[src/rtl/etapa_fetch_if.sv]
// Fetch-stage bus bundle: redirect/stall controls, instruction-memory port, IF/ID outputs.
// Latency: n/a (wires only). Backpressure: stall and imem_ready gate the fetch stage.
// Ports: master = fetch stage (drives imem_addr and IF/ID fields); slave = surrounding pipeline/memory.
interface etapa_fetch_if #(
  parameter int WIDTH    = 32,
  parameter int SIZE_INS = 6
) ();
  logic                stall;
  logic                branch_taken;
  logic [WIDTH-1:0]    branch_target;
  logic [WIDTH-1:0]    imem_addr;
  logic [WIDTH-1:0]    imem_data;
  logic                imem_ready;
  logic [WIDTH-1:0]    if_id_pc4;
  logic [WIDTH-1:0]    if_id_instr;
  logic                if_id_valid;
  logic [SIZE_INS-1:0] opcode;

  modport master (
    input  stall, branch_taken, branch_target, imem_data, imem_ready,
    output imem_addr, if_id_pc4, if_id_instr, if_id_valid, opcode
  );

  modport slave (
    output stall, branch_taken, branch_target, imem_data, imem_ready,
    input  imem_addr, if_id_pc4, if_id_instr, if_id_valid, opcode
  );
endinterface

[src/rtl/etapa_fetch.sv]
// MIPS instruction fetch: PC register, imem address, IF/ID pipeline register, opcode to control.
// Latency: word at pc enters IF/ID one edge after imem_ready=1 with no stall/branch.
// Backpressure: branch flushes (highest), stall holds everything, imem_ready=0 holds pc and inserts a bubble.
// Ports: clk, rst_n (async active-low); bus (etapa_fetch_if.master) carries controls, imem port, IF/ID outputs.
module etapa_fetch #(
  parameter int               WIDTH    = 32,
  parameter int               SIZE_INS = 6,
  parameter logic [WIDTH-1:0] RESET_PC = '0
) (
  input  logic            clk,
  input  logic            rst_n,
  etapa_fetch_if.master   bus
);

  logic [WIDTH-1:0] pcReg;
  logic [WIDTH-1:0] pcPlus4;
  logic [WIDTH-1:0] alignedTarget;
  logic [WIDTH-1:0] ifIdPc4;
  logic [WIDTH-1:0] ifIdInstr;
  logic             ifIdValid;

  // Wraps modulo 2^WIDTH by construction of the adder width.
  assign pcPlus4 = pcReg + WIDTH'(4);

  // Misaligned redirects are silently word-aligned.
  assign alignedTarget = bus.branch_target & ~WIDTH'(3);

  always_ff @(posedge clk or negedge rst_n) begin
    if (!rst_n) begin
      pcReg     <= RESET_PC;
      ifIdPc4   <= '0;
      ifIdInstr <= '0;
      ifIdValid <= 1'b0;
    end else if (bus.branch_taken) begin
      // Flush even when stalled so the held consumer sees a bubble next cycle.
      pcReg     <= alignedTarget;
      ifIdPc4   <= '0;
      ifIdInstr <= '0;
      ifIdValid <= 1'b0;
    end else if (bus.stall) begin
      pcReg     <= pcReg;
    end else if (!bus.imem_ready) begin
      // Memory wait state: refetch same pc, push an all-zero (sll $0) bubble.
      ifIdPc4   <= '0;
      ifIdInstr <= '0;
      ifIdValid <= 1'b0;
    end else begin
      pcReg     <= pcPlus4;
      ifIdPc4   <= pcPlus4;
      ifIdInstr <= bus.imem_data;
      ifIdValid <= 1'b1;
    end
  end

  assign bus.imem_addr   = pcReg;
  assign bus.if_id_pc4   = ifIdPc4;
  assign bus.if_id_instr = ifIdInstr;
  assign bus.if_id_valid = ifIdValid;
  assign bus.opcode      = ifIdInstr[WIDTH-1:WIDTH-SIZE_INS];

endmodule
[src/flat_wrapper.sv]
// flat-port wrapper written by rule: the top's interface ports become plain ports
module etapa_fetch_flat 
#(
  parameter int               WIDTH    = 32,
  parameter int               SIZE_INS = 6,
  parameter logic [WIDTH-1:0] RESET_PC = '0
)
  (clk, rst_n, bus_stall, bus_branch_taken, bus_branch_target, bus_imem_data, bus_imem_ready, bus_imem_addr, bus_if_id_pc4, bus_if_id_instr, bus_if_id_valid, bus_opcode);
  etapa_fetch_if #(.WIDTH(WIDTH), .SIZE_INS(SIZE_INS)) bus_i ();
  input  logic clk;
  input  logic rst_n;
  input wire logic [$bits(bus_i.stall)-1:0] bus_stall;
  input wire logic [$bits(bus_i.branch_taken)-1:0] bus_branch_taken;
  input wire logic [$bits(bus_i.branch_target)-1:0] bus_branch_target;
  input wire logic [$bits(bus_i.imem_data)-1:0] bus_imem_data;
  input wire logic [$bits(bus_i.imem_ready)-1:0] bus_imem_ready;
  output wire logic [$bits(bus_i.imem_addr)-1:0] bus_imem_addr;
  output wire logic [$bits(bus_i.if_id_pc4)-1:0] bus_if_id_pc4;
  output wire logic [$bits(bus_i.if_id_instr)-1:0] bus_if_id_instr;
  output wire logic [$bits(bus_i.if_id_valid)-1:0] bus_if_id_valid;
  output wire logic [$bits(bus_i.opcode)-1:0] bus_opcode;
  assign bus_i.stall = bus_stall;
  assign bus_i.branch_taken = bus_branch_taken;
  assign bus_i.branch_target = bus_branch_target;
  assign bus_i.imem_data = bus_imem_data;
  assign bus_i.imem_ready = bus_imem_ready;
  assign bus_imem_addr = bus_i.imem_addr;
  assign bus_if_id_pc4 = bus_i.if_id_pc4;
  assign bus_if_id_instr = bus_i.if_id_instr;
  assign bus_if_id_valid = bus_i.if_id_valid;
  assign bus_opcode = bus_i.opcode;
  etapa_fetch #(.WIDTH(WIDTH), .SIZE_INS(SIZE_INS), .RESET_PC(RESET_PC)) u_core (.clk(clk), .rst_n(rst_n), .bus(bus_i));
endmodule
[config.mk]
export PLATFORM = sky130hd
export DESIGN_NAME = etapa_fetch_flat
export DESIGN_NICKNAME = d
export VERILOG_FILES = /design/src/rtl/etapa_fetch_if.sv /design/src/rtl/etapa_fetch.sv /design/src/flat_wrapper.sv
export SDC_FILE = /design/constraint.sdc
export NUM_CORES = 1
export LEC_CHECK = 0
export ABC_CLOCK_PERIOD_IN_PS = 2700
export CAP_MARGIN = 20
export CORE_ASPECT_RATIO = 1.1
export CORE_MARGIN = 5
export CORE_UTILIZATION = 41
export DETAILED_ROUTE_END_ITERATION = 8
export GPL_ROUTABILITY_DRIVEN = 0
export PLACE_DENSITY = 0.75
export SLEW_MARGIN = 10
export SYNTH_ARGS = -nofsm -noshare
export SYNTH_HDL_FRONTEND = slang
export SYNTH_SLANG_ARGS = --single-unit
[constraint.sdc]
create_clock -name clk -period 2.7 [get_ports clk]
set_input_delay 0.54 -clock clk [delete_from_list [all_inputs] [get_ports clk]]
set_output_delay 0.54 -clock clk [all_outputs]
set_load 0.01 [all_outputs]
## After elaboration in Yosys (flattened, before gate mapping)

Cells that the tools add are included.

| word-level totals | value |
|---|---|
| logic and storage cells | 20 |
| register bits after elaboration | 97 |

| cells by class | value |
|---|---|
| multiplexer cells | 12 |
| reduce and logical (&&, ||, !) cells | 2 |
| $add $sub $neg | 1 |
| equal/unequal tests | 1 |

Operators by type and width:

| cell | number |
|---|---|
| $mux 32 | 9 |
| $add 32x3->32 const B | 1 |
| $mux 1 | 3 |
| $ne 2x1->1 const B | 1 |
| $reduce_and 2->1 | 1 |
| $reduce_bool 2->1 | 1 |

## Logic depth before layout (Yosys ltp)

Gate-level depths: netlist (run 1).

| logic depth | value |
|---|---|
| depth in word-level cells | 4 |
| gate-level depth with buffers | 6 |
| depth with buffers taken out | 5 |

## Worst setup path before layout (run 1)

OpenSTA, ideal clock, no wires.

| timing | value |
|---|---|
| path type | reg-to-reg |
| start point | reg u_core.pcReg[2], in the netlist u_core.bus.imem_addr[2] |
| end point | reg u_core.ifIdPc4[30], in the netlist u_core.bus.if_id_pc4[30] |
| setup slack | 0.619 ns |
| library setup time | 0.087 ns |
| cell stages (with the launch flop) | 6 |
| arrival time | 1.994 ns |
| clock period less this slack | 2.081 ns |
| cell sequence | dfrtp_1 > ha_1 > nand3_1 > or4_1 > or4_1 > o211ai_1 |

| between the ends | value |
|---|---|
| word-level cells in the longest chain between the ends | 4 |

RTL lines:

| what | line | RTL |
|---|---|---|
| start: declaration | etapa_fetch.sv:15 | `logic [WIDTH-1:0] pcReg;` |
| start signal: assignment | etapa_fetch.sv:36 | `pcReg <= alignedTarget;` |
| start signal: assignment | etapa_fetch.sv:41 | `pcReg <= pcReg;` |
| start signal: assignment | etapa_fetch.sv:48 | `pcReg <= pcPlus4;` |
| $add 32x3->32 | etapa_fetch.sv:23 | `assign pcPlus4 = pcReg + WIDTH'(4);` |
| $mux 32 | etapa_fetch.sv:42 | `end else if (!bus.imem_ready) begin` |
| $mux 32 | etapa_fetch.sv:40 | `end else if (bus.stall) begin` |
| $mux 32 | etapa_fetch.sv:34 | `end else if (bus.branch_taken) begin` |
| end signal: assignment | etapa_fetch.sv:49 | `ifIdPc4 <= pcPlus4;` |
| end: declaration | etapa_fetch.sv:18 | `logic [WIDTH-1:0] ifIdPc4;` |

No other way between the ends. The select of a mux whose other input is x is not followed.
A chain may end at the register's enable or synchronous reset.

## Worst setup path after layout (run 1)

| timing | value |
|---|---|
| start point | reg u_core.pcReg[10], in the netlist u_core.bus.imem_addr[10] |
| end point | reg u_core.pcReg[21], in the netlist u_core.bus.imem_addr[21] |

| between the ends | value |
|---|---|
| word-level cells in the longest chain between the ends | 4 |

RTL lines:

| what | line |
|---|---|
| $add 32x3->32 | etapa_fetch.sv:23 |
| $mux 32 | etapa_fetch.sv:42 |
| $mux 32 | etapa_fetch.sv:40 |
| $mux 32 | etapa_fetch.sv:34 |

No other way between the ends. The select of a mux whose other input is x is not followed.

==> results of run 1 <==
## worst max path at each step
stage	start	to	slack, ns
6_report	u_core.bus.imem_addr[10]$_DFFE_PN0P_	u_core.bus.imem_addr[21]$_DFFE_PN0P_	0.38
5_1_grt	u_core.bus.imem_addr[10]$_DFFE_PN0P_	u_core.bus.imem_addr[21]$_DFFE_PN0P_	0.28
4_1_cts	u_core.bus.imem_addr[10]$_DFFE_PN0P_	u_core.bus.imem_addr[21]$_DFFE_PN0P_	0.38
3_5_place_dp	bus_stall	u_core.bus.imem_addr[26]$_DFFE_PN0P_	0.17
3_3_place_gp	bus_stall	u_core.bus.if_id_instr[11]$_DFFE_PN0P_	0.21
2_1_floorplan	u_core.bus.imem_addr[2]$_DFFE_PN0P_	u_core.bus.if_id_pc4[30]$_DFFE_PN0P_	0.62
## through the flow
stage	instance area (µm²)	setup WS, ns	instances	hold slack, ns
floorplan	4730	0.619	482	0.244
global placement	6530	0.208	770	0.465
detailed placement	6530	0.174	770	0.470
CTS	6820	0.382	785	0.239
global route	6820	0.285	785	0.262
finish	6820	0.377	785	0.206
## state kept, by name, indices dropped and copies added, names as in the netlist
signal / flops
u_core.bus.if_id_instr: 32
u_core.bus.if_id_pc4: 31
u_core.bus.if_id_valid: 1
u_core.bus.imem_addr: 30
## Yosys cell counts, types with 2 or more instances
library cell,instances
a221o_1,4
a22o_1,33
a22oi_1,4
a31oi_1,11
and2_1,3
and3_1,3
and4_1,5
buf_2,5
buf_4,13
clkbuf_1,28
dfrtp_1,94
inv_1,5
mux2i_1,2
nand2_1,55
nand2b_1,2
nand3_1,23
nand3b_1,2
nand4_1,15
nand4_2,2
nor2_1,26
nor2b_1,7
nor3_1,10
nor4_1,9
o211ai_1,6
o21ai_0,33
o311a_1,2
o311ai_0,2
o31ai_1,4
o41ai_1,3
or2_2,3
or3_1,6
or4_1,18
xnor2_1,22
xor2_1,4
## per-layer routing
metal	global-route usage	vias to the layer above	routed length [µm]	share of wire
met5	0	-	0	0
met2	0.352	253	7310	0.48
met3	0.0399	25	1250	0.083
li1	-	2078	-	-
met1	0.283	2191	6260	0.42
met4	0.0691	0	245	0.016
## worst max-delay path, delay by kind of cell (launching register included)
family	cells	cell delay (ns)
and+or+nand+nor	3	1.54
AOI/OAI and AO/OA	1	0.18
DFF	1	0.53
## power by group through the flow
stage | Clock, µW | Combinational [µW] | Sequential, µW
after CTS | 1290 | 642 | 1620
after global placement | 0 | 625 | 1640
after floorplan | 0 | 249 | 1630
after global routing | 1350 | 687 | 1640
final | 1270 | 636 | 1620
after detailed placement | 0 | 638 | 1650
## cells by family (layout without fill, tap and decap cells)
family                     Yosys count  in the layout  synth area share
buffers and inverters               52            205            0.0546
and+or+nand+nor                    196            196             0.224
muxes                                2              2           0.00424
xor gates and xnor gates            26             26            0.0482
adders and majority gates            1              1           0.00265
AOI/OAI and AO/OA                  109            109             0.168
other                                1              2          0.000794
DFF                                 94             94             0.498
## area by class of cell
cell class	instances	share of cell area
timing repair buffer	185	0.270
clock buffer	12	0.0361
tap	150	0.0275
clock inverter	3	0.00642
inverter	5	0.00275
sequential	94	0.345
multi-input combinational	336	0.312
==> metrics, run 1 <==
outcome=complete, no violations; starting density of the core=0.415; crit path launch type=flip-flop; sequential area share after synthesis=0.498; Synth area leaders=dfrtp_1 50%, a22o_1 6.1%, nand2_1 4.4%; mean area per synthesized cell=slightly below 10 µm²; CTS tree=built; Lkg Pwr=0.00271 µW; Bufs on Longest Clock Path=2; GRT overflow=0; initial antenna violation count=0; fmax=0.430 GHz; area leader, netlist=dfrtp_1; Sw Ratio=0.269; Die Span Y=about 120 µm; hold_buf cts=0; slowest cell on the critical path=or4b_2; ys flop type=dfrtp_1; crit path cell chain=nand4_2, or3_1, or4b_2, a31oi_1; post-detail-place hpwl=approximately 11000 µm; register share of total power=0.460; clk_lat worst skew=~0.34 ns; max cap viols=0; Iter 0 DRT Violations=between 400 and 500; pin count of the biggest net entering global routing=50; power share of the combinational group=0.180; post-DR wirelength/cell=slightly below 20 µm; setup bufs post-CTS=0; mapped cell area=between 0.004 and 0.005 mm²; Max Slew Vio Count=0; Global Route Usage Sum=0.212; clock share of power=0.360; total clock buffers created by CTS=9; Worst-path clk slew=around 0.070 ns; switching power=between 900 and 1000 µW; top-level I/O count=172; fin crit period=roughly 2.3 ns; worst reg2reg endpoint=u_core.bus.imem_addr[21]$_DFFE_PN0P_; PwrDens=518 mW/mm²; Cell variety after synth=51; Hold WC Path Type=input port to asynchronous set/reset pin; IO buf count=167; first-pass GRT wire length=23500 µm; Slew HR=0.396; Max IR drop VDD=0.327 mV; sequential cell area=~0.0024 mm²; Final setup viols=0; Worst Skew=between 0.009 and 0.01 ns; share of cells above drive strength 1=0.0677; nets=between 700 and 800; routed wire length=about 15000 µm; Core Util, Final=0.599; remaining antenna violation count=0; WP data arrival=between 2 and 3 ns; Remaining DRCs=0; CP Max Fanout=11; Crit Path Category=flip-flop to flip-flop; Ys Warns=0; Die Wd=about 110 µm; ANT cells=0; FF-to-FF Start=u_core.bus.imem_addr[10]$_DFFE_PN0P_; internal power=roughly 2600 µW; final worst-path cycle share=0.860; R2R Setup Slk=0.38 ns; RSZ-0062 raised after global routing=false; vias=4547; most common cell after layout, fill and taps aside=clkdlybuf4s50_1; CTS H-tree lvls=3; Design Power=3530 µW; Initial DRT Pass Iterations=7; post-synth top area share=0.498; Filler cells=between 900 and 1000; Die ar.=0.0138 mm²; Seq cells post-synth=94; Final Hold Viols=0; Multi-input gate area=between 0.002 and 0.0025 mm²; largest stage delay on the critical path=0.68 ns; PostCTS Resize Cnt=0; setup_tns=0 ns; commonest cells after routing, fill and taps aside=166 x clkdlybuf4s50_1, 94 x dfrtp_1, 55 x nand2_1, 33 x a22o_1, 33 x o21ai_0; Cell Rows=between 40 and 50; clk sinks=94; critical path endpoint category=flip-flop; Area Growth Syn to Fin=44.4%; cell count after synthesis=a little under 500; post-synthesis async set-or-reset flop share=1.00; FF-to-FF path depth=4; vias per cell=~5.8; EDFF count, synth=0; Worst EP required=between 2 and 3 ns; CTS root buffer=clkbuf_16; worst-margin pin slew=a little over 0.9 ns; total core area=between 0.01 and 0.015 mm²; vias in the first global route=about 4400
No activity file was read; power rests on OpenSTA's default activity.
==> inputs of run 2 (changes only) <==
ABC_CLOCK_PERIOD_IN_PS = 2100   (was 2700)
CORE_UTILIZATION = 40   (was 41)
PLACE_DENSITY = 0.76   (was 0.75)
clock period = 2.1 ns   (was 2.7 ns; I/O delays follow)
==> metrics, run 2 (synthesized netlist as in run 1, its figures left out) <==
Hold WC Path Type=input port to asynchronous set/reset pin (unchanged); RSZ-0062 raised after global routing=false (unchanged); Worst Skew=0.00790 ns (was 0.00906 ns); Area Growth Syn to Fin=53.2% (was 44.4%); crit path cell chain=nand4_2, or4_1, or4_1, a31oi_1 (was nand4_2, or3_1, or4b_2, a31oi_1); Filler cells=974 (was 996); nets=746 (was 701); met2 GRT Util=0.354 (was 0.352); fmax=0.485 GHz (was 0.430 GHz); CTS tree=built (unchanged); Initial DRT Pass Iterations=5 (was 7); starting density of the core=0.409 (was 0.415); switching power=1250 µW (was 951 µW); Crit Path Category=flip-flop to flip-flop (unchanged); CP Max Fanout=7 (was 11); pin count of the biggest net entering global routing=43 (was 50); fin crit period=2.06 ns (was 2.32 ns); commonest cells after routing, fill and taps aside=166 x clkdlybuf4s50_1, 93 x dfrtp_1, 60 x buf_4, 55 x nand2_1 (was 166 x clkdlybuf4s50_1, 94 x dfrtp_1, 55 x nand2_1, 33 x a22o_1, 33 x o21ai_0); Max IR drop VDD=0.376 mV (was 0.327 mV); placed insts=813 (was 770); Die ar.=0.0141 mm² (was 0.0138 mm²); outcome=complete, no violations (unchanged); Largest register FFs=32 (unchanged); first-pass GRT wire length=24200 µm (was 23500 µm); top-level I/O count=172 (unchanged); Remaining DRCs=0 (unchanged); internal power=3600 µW (was 2580 µW); most common cell after layout, fill and taps aside=clkdlybuf4s50_1 (unchanged); Worst EP required=2.36 ns (was 2.96 ns); GRT overflow=0 (unchanged); CTS root buffer=clkbuf_16 (unchanged); Global Route Usage Sum=0.215 (was 0.212); initial antenna violation count=0 (unchanged); WP data arrival=2.32 ns (was 2.58 ns); routed wire length=15400 µm (was 15100 µm); final worst-path cycle share=0.981 (was 0.860); IO buf count=167 (unchanged); slowest cell on the critical path=or4_1 (was or4b_2); Final WS setup=0.0396 ns (was 0.377 ns); busiest grt layer=met2 (unchanged); Max Slew Vio Count=0 (unchanged); total clock buffers created by CTS=9 (unchanged); clk sinks=94 (unchanged); register share of total power=0.418 (was 0.460); setup_tns=0 ns (unchanged); vias=4737 (was 4547); CTS H-tree lvls=3 (unchanged); Die Wd=114 µm (was 112 µm); Lkg Pwr=0.00295 µW (was 0.00271 µW); M1 GR Usage=0.279 (was 0.283); max cap viols=0 (unchanged); Sw Ratio=0.258 (was 0.269); Final Hold Viols=0 (unchanged); remaining antenna violation count=0 (unchanged); Iter 0 DRT Violations=409 (was 484); Cell Rows=41 (unchanged); Bufs on Longest Clock Path=2 (unchanged); power share of the combinational group=0.205 (was 0.180); PwrDens=670 mW/mm² (was 518 mW/mm²); clock share of power=0.377 (was 0.360); Final Non-Filler Cells=831 (was 785); Top cell by count, worst path=or4_1; ANT cells=0 (unchanged); Final setup viols=0 (unchanged); critical path endpoint category=flip-flop (unchanged); crit path launch type=flip-flop (unchanged); post-detail-place hpwl=11600 µm (was 11000 µm); total core area=0.0115 mm² (was 0.0114 mm²); post-DR wirelength/cell=18.5 µm (was 19.2 µm); share of cells above drive strength 1=0.138 (was 0.0677); vias in the first global route=4646 (was 4392); clk_lat worst skew=0.34 ns (about the same); vias per cell=5.70 (was 5.79); DP Worst Slack=-0.231 ns (was 0.174 ns); Die Span Y=124 µm (was 123 µm); met3 global-route usage=0.0369 (was 0.0399); Core Util, Final=0.627 (was 0.599); largest stage delay on the critical path=0.64 ns (was 0.68 ns); Worst-path clk slew=0.07 ns (about the same)
[run 2: worst max-delay path, delay by kind of cell, from the launching register on]
kind            cells  cell delay, ns
compound gates      1            0.18
flops               1            0.39
simple gates        3            1.41
[run 2: path summary, 6_finish.rpt]
| check | cells past startpoint | slack (ns) | to | from |
|---|---|---|---|---|
| max | 4 | 0.04 | u_core.bus.imem_addr[27]$_DFFE_PN0P_ | u_core.bus.imem_addr[11]$_DFFE_PN0P_ |
| min | 1 | 0.007 | u_core.bus.if_id_instr[5]$_DFFE_PN0P_ | rst_n |
| max reg2reg | 4 | 0.04 | u_core.bus.imem_addr[27]$_DFFE_PN0P_ | u_core.bus.imem_addr[11]$_DFFE_PN0P_ |
| min reg2reg | 2 | 0.48 | u_core.bus.if_id_pc4[24]$_DFFE_PN0P_ | u_core.bus.if_id_pc4[24]$_DFFE_PN0P_ |
| max in group asynchronous | 2 | 1.45 | u_core.bus.imem_addr[8]$_DFFE_PN0P_ | rst_n |
| min in group clk | 2 | 0.48 | u_core.bus.if_id_pc4[24]$_DFFE_PN0P_ | u_core.bus.if_id_pc4[24]$_DFFE_PN0P_ |
[run 2: through the flow]
stage               hold slack, ns  cell area, µm²  total power [µW]
floorplan                    0.124            4730              2420
global placement             0.373            6860              3010
detailed placement           0.373            6860              3030
CTS                         0.0127            7210              4870
global route                0.0404            7230              5040
finish                     0.00654            7230              4850
[run 2: power groups by stage]
stage          Clock, µW  Combinational [µW]  Sequential [µW]
4_1_cts             1860                 988             2020
3_3_place_gp           0                 967             2050
6_report            1830                 994             2030
5_1_grt             1930                1070             2040
2_1_floorplan          0                 321             2100
3_5_place_dp           0                 979             2050
[run 2: final cells by class]
class / count / area (µm²) / share of cell area
Tap cell: 150 / 188 / 0.0259
Multi-Input combinational cell: 336 / 2140 / 0.296
Clock buffer: 12 / 267 / 0.0368
Inverter: 5 / 18.8 / 0.00259
Timing Repair Buffer: 230 / 2190 / 0.303
Sequential cell: 94 / 2350 / 0.325
Clock inverter: 4 / 76.3 / 0.0105
[run 2: what timing repair did]
item	CTS	global route
endpoints found under the hold margin	0	0
buffers inserted	0	2
setup endpoints to repair	0	4
resized for setup	0	3
hold buffers	0	0
[run 2: layer usage]
layer / up-vias / part of all wire
li1: 2163 / -
met1: 2304 / 0.41
met2: 241 / 0.48
met3: 29 / 0.078
met4: 0 / 0.027
met5: - / 0
==> inputs of run 3 (changes only) <==
TNS_END_PERCENT = 1   (was default)
==> metrics, run 3 (synthesized netlist as in run 1, its figures left out) <==
post-detail-place hpwl=11600 µm (unchanged); CTS root buffer=clkbuf_16 (unchanged); Remaining DRCs=0 (unchanged); max cap viols=0 (unchanged); Die Span Y=124 µm (unchanged); vias per cell=5.73 (was 5.70); Worst EP required=2.36 ns (about the same); Die Wd=114 µm (unchanged); Worst-path clk slew=0.07 ns (about the same); ANT cells=0 (unchanged); FF-to-FF Start=u_core.bus.imem_addr[11]$_DFFE_PN0P_ (unchanged); Die ar.=0.0141 mm² (unchanged); initial antenna violation count=0 (unchanged); Worst path depth=4 (unchanged); Initial DRT Pass Iterations=6 (was 5); Hold WC Path Type=input port to asynchronous set/reset pin (unchanged); Global Route Usage Sum=0.215 (unchanged); clk_lat worst skew=0.34 ns (about the same); FF-to-FF path depth=4 (unchanged); hold_buf cts=0 (unchanged); Filler cells=976 (was 974); commonest cells after routing, fill and taps aside=166 x clkdlybuf4s50_1, 93 x dfrtp_1, 58 x buf_4, 55 x nand2_1 (was 166 x clkdlybuf4s50_1, 93 x dfrtp_1, 60 x buf_4, 55 x nand2_1); Bufs on Longest Clock Path=2 (unchanged); total core area=0.0115 mm² (unchanged); IO buf count=167 (unchanged); Final Hold Viols=0 (unchanged); most common cell after layout, fill and taps aside=clkdlybuf4s50_1 (unchanged); Max Slew Vio Count=0 (unchanged); CTS tree=built (unchanged); PwrDens=671 mW/mm² (was 670 mW/mm²); post-route cell area=0.00722 mm² (was 0.00723 mm²); RSZ-0062 raised after global routing=true (was false); post-DR wirelength/cell=18.6 µm (was 18.5 µm); Crit Path Category=flip-flop to flip-flop (unchanged); Iter 0 DRT Violations=432 (was 409); Worst Skew=0.00811 ns (was 0.00790 ns); worst reg2reg endpoint=u_core.bus.imem_addr[27]$_DFFE_PN0P_ (unchanged); slowest cell on the critical path=or4_1 (unchanged); setup bufs post-CTS=0 (unchanged); pin count of the biggest net entering global routing=43 (unchanged); share of cells above drive strength 1=0.135 (was 0.138); Top cell by count, worst path=or4_1 (unchanged); hold_ws=0.00728 ns (was 0.00654 ns); starting density of the core=0.409 (unchanged); Final setup viols=0 (unchanged); Lkg Pwr=0.00294 µW (was 0.00295 µW); crit path launch type=flip-flop (unchanged); vias=4750 (was 4737); vias in the first global route=4646 (unchanged); GRT overflow=0 (unchanged); largest stage delay on the critical path=0.64 ns (about the same); PostCTS Resize Cnt=0 (unchanged); crit path cell chain=nand4_2, or4_1, or4_1, a31oi_1 (unchanged); Max IR drop VDD=0.376 mV (about the same); fin crit period=2.06 ns (about the same); setup_tns=0 ns (unchanged); total clock buffers created by CTS=9 (unchanged); CTS H-tree lvls=3 (unchanged); R2R Setup Slk=0.04 ns (about the same); delay-heaviest family, CP=simple AND/OR/NAND/NOR gates (unchanged); fmax=0.485 GHz (about the same); remaining antenna violation count=0 (unchanged); Largest register FFs=32 (unchanged); Buf/Inv on CP=0 (unchanged); Design Power=4850 µW (about the same); final worst-path cycle share=0.982 (was 0.981); clk sinks=94 (unchanged); Area Growth Syn to Fin=52.9% (was 53.2%); routed wire length=15400 µm (about the same); outcome=complete, no violations (unchanged); critical path endpoint category=flip-flop (unchanged); first-pass GRT wire length=24200 µm (unchanged); nets=744 (was 746); CP Max Fanout=7 (unchanged); dpl cell area=0.00686 mm² (unchanged); top-level I/O count=172 (unchanged); WP data arrival=2.32 ns (about the same); Cell Rows=41 (unchanged)
## run 3: changes by cell type in the layout (fill, tap and decap cells not counted)
cell,delta
buf_4,-2
## run 3: worst register-to-register path, stage by stage (launching register included)
cell	delay, ns
dfrtp_1	0.39
nand4_2	0.25
or4_1	0.64
or4_1	0.53
a31oi_1	0.18
## run 3: final cells by class
cell class | instances | area (µm²) | area share
sequential | 94 | 2350 | 0.326
timing repair buffer | 228 | 2180 | 0.302
multi-input combinational | 336 | 2140 | 0.296
clock buffer | 12 | 267 | 0.0369
tap | 150 | 188 | 0.0260
clock inverter | 4 | 76.3 | 0.0106
inverter | 5 | 18.8 | 0.00260
## run 3: stage by stage
| step | utilization | std cells | setup slack, ns |
|---|---|---|---|
| floorplan | - | 482 | 0.0193 |
| global placement | 0.595 | 813 | -0.204 |
| detailed placement | 0.595 | 813 | -0.231 |
| CTS | 0.624 | 829 | 0.0705 |
| global route | 0.625 | 829 | -0.0121 |
| finish | 0.625 | 829 | 0.0388 |
## run 3: power by group
group	total, µW	internal (µW)	switching [µW]
clock	1830	1150	686
sequential	2030	1920	106
combinational	988	530	458
## run 3: worst max path at each step
stage          slack [ns]                            startpoint                                    to
4_1_cts              0.07  u_core.bus.imem_addr[20]$_DFFE_PN0P_  u_core.bus.imem_addr[27]$_DFFE_PN0P_
5_1_grt             -0.01   u_core.bus.imem_addr[3]$_DFFE_PN0P_  u_core.bus.if_id_pc4[24]$_DFFE_PN0P_
3_3_place_gp        -0.20                        bus_imem_ready  u_core.bus.if_id_pc4[18]$_DFFE_PN0P_
3_5_place_dp        -0.23                        bus_imem_ready  u_core.bus.if_id_pc4[18]$_DFFE_PN0P_
6_report             0.04  u_core.bus.imem_addr[11]$_DFFE_PN0P_  u_core.bus.imem_addr[27]$_DFFE_PN0P_
2_1_floorplan        0.02   u_core.bus.imem_addr[2]$_DFFE_PN0P_  u_core.bus.if_id_pc4[30]$_DFFE_PN0P_
## run 3: routing by layer
metal / routed length, µm / up-vias / track usage / part of all wire
li1: - / 2162 / - / -
met2: 7380 / 270 / 0.354 / 0.48
met1: 6370 / 2286 / 0.279 / 0.41
met5: 0 / - / 0 / 0
met3: 1200 / 32 / 0.0369 / 0.078
met4: 420 / 0 / 0.0924 / 0.027
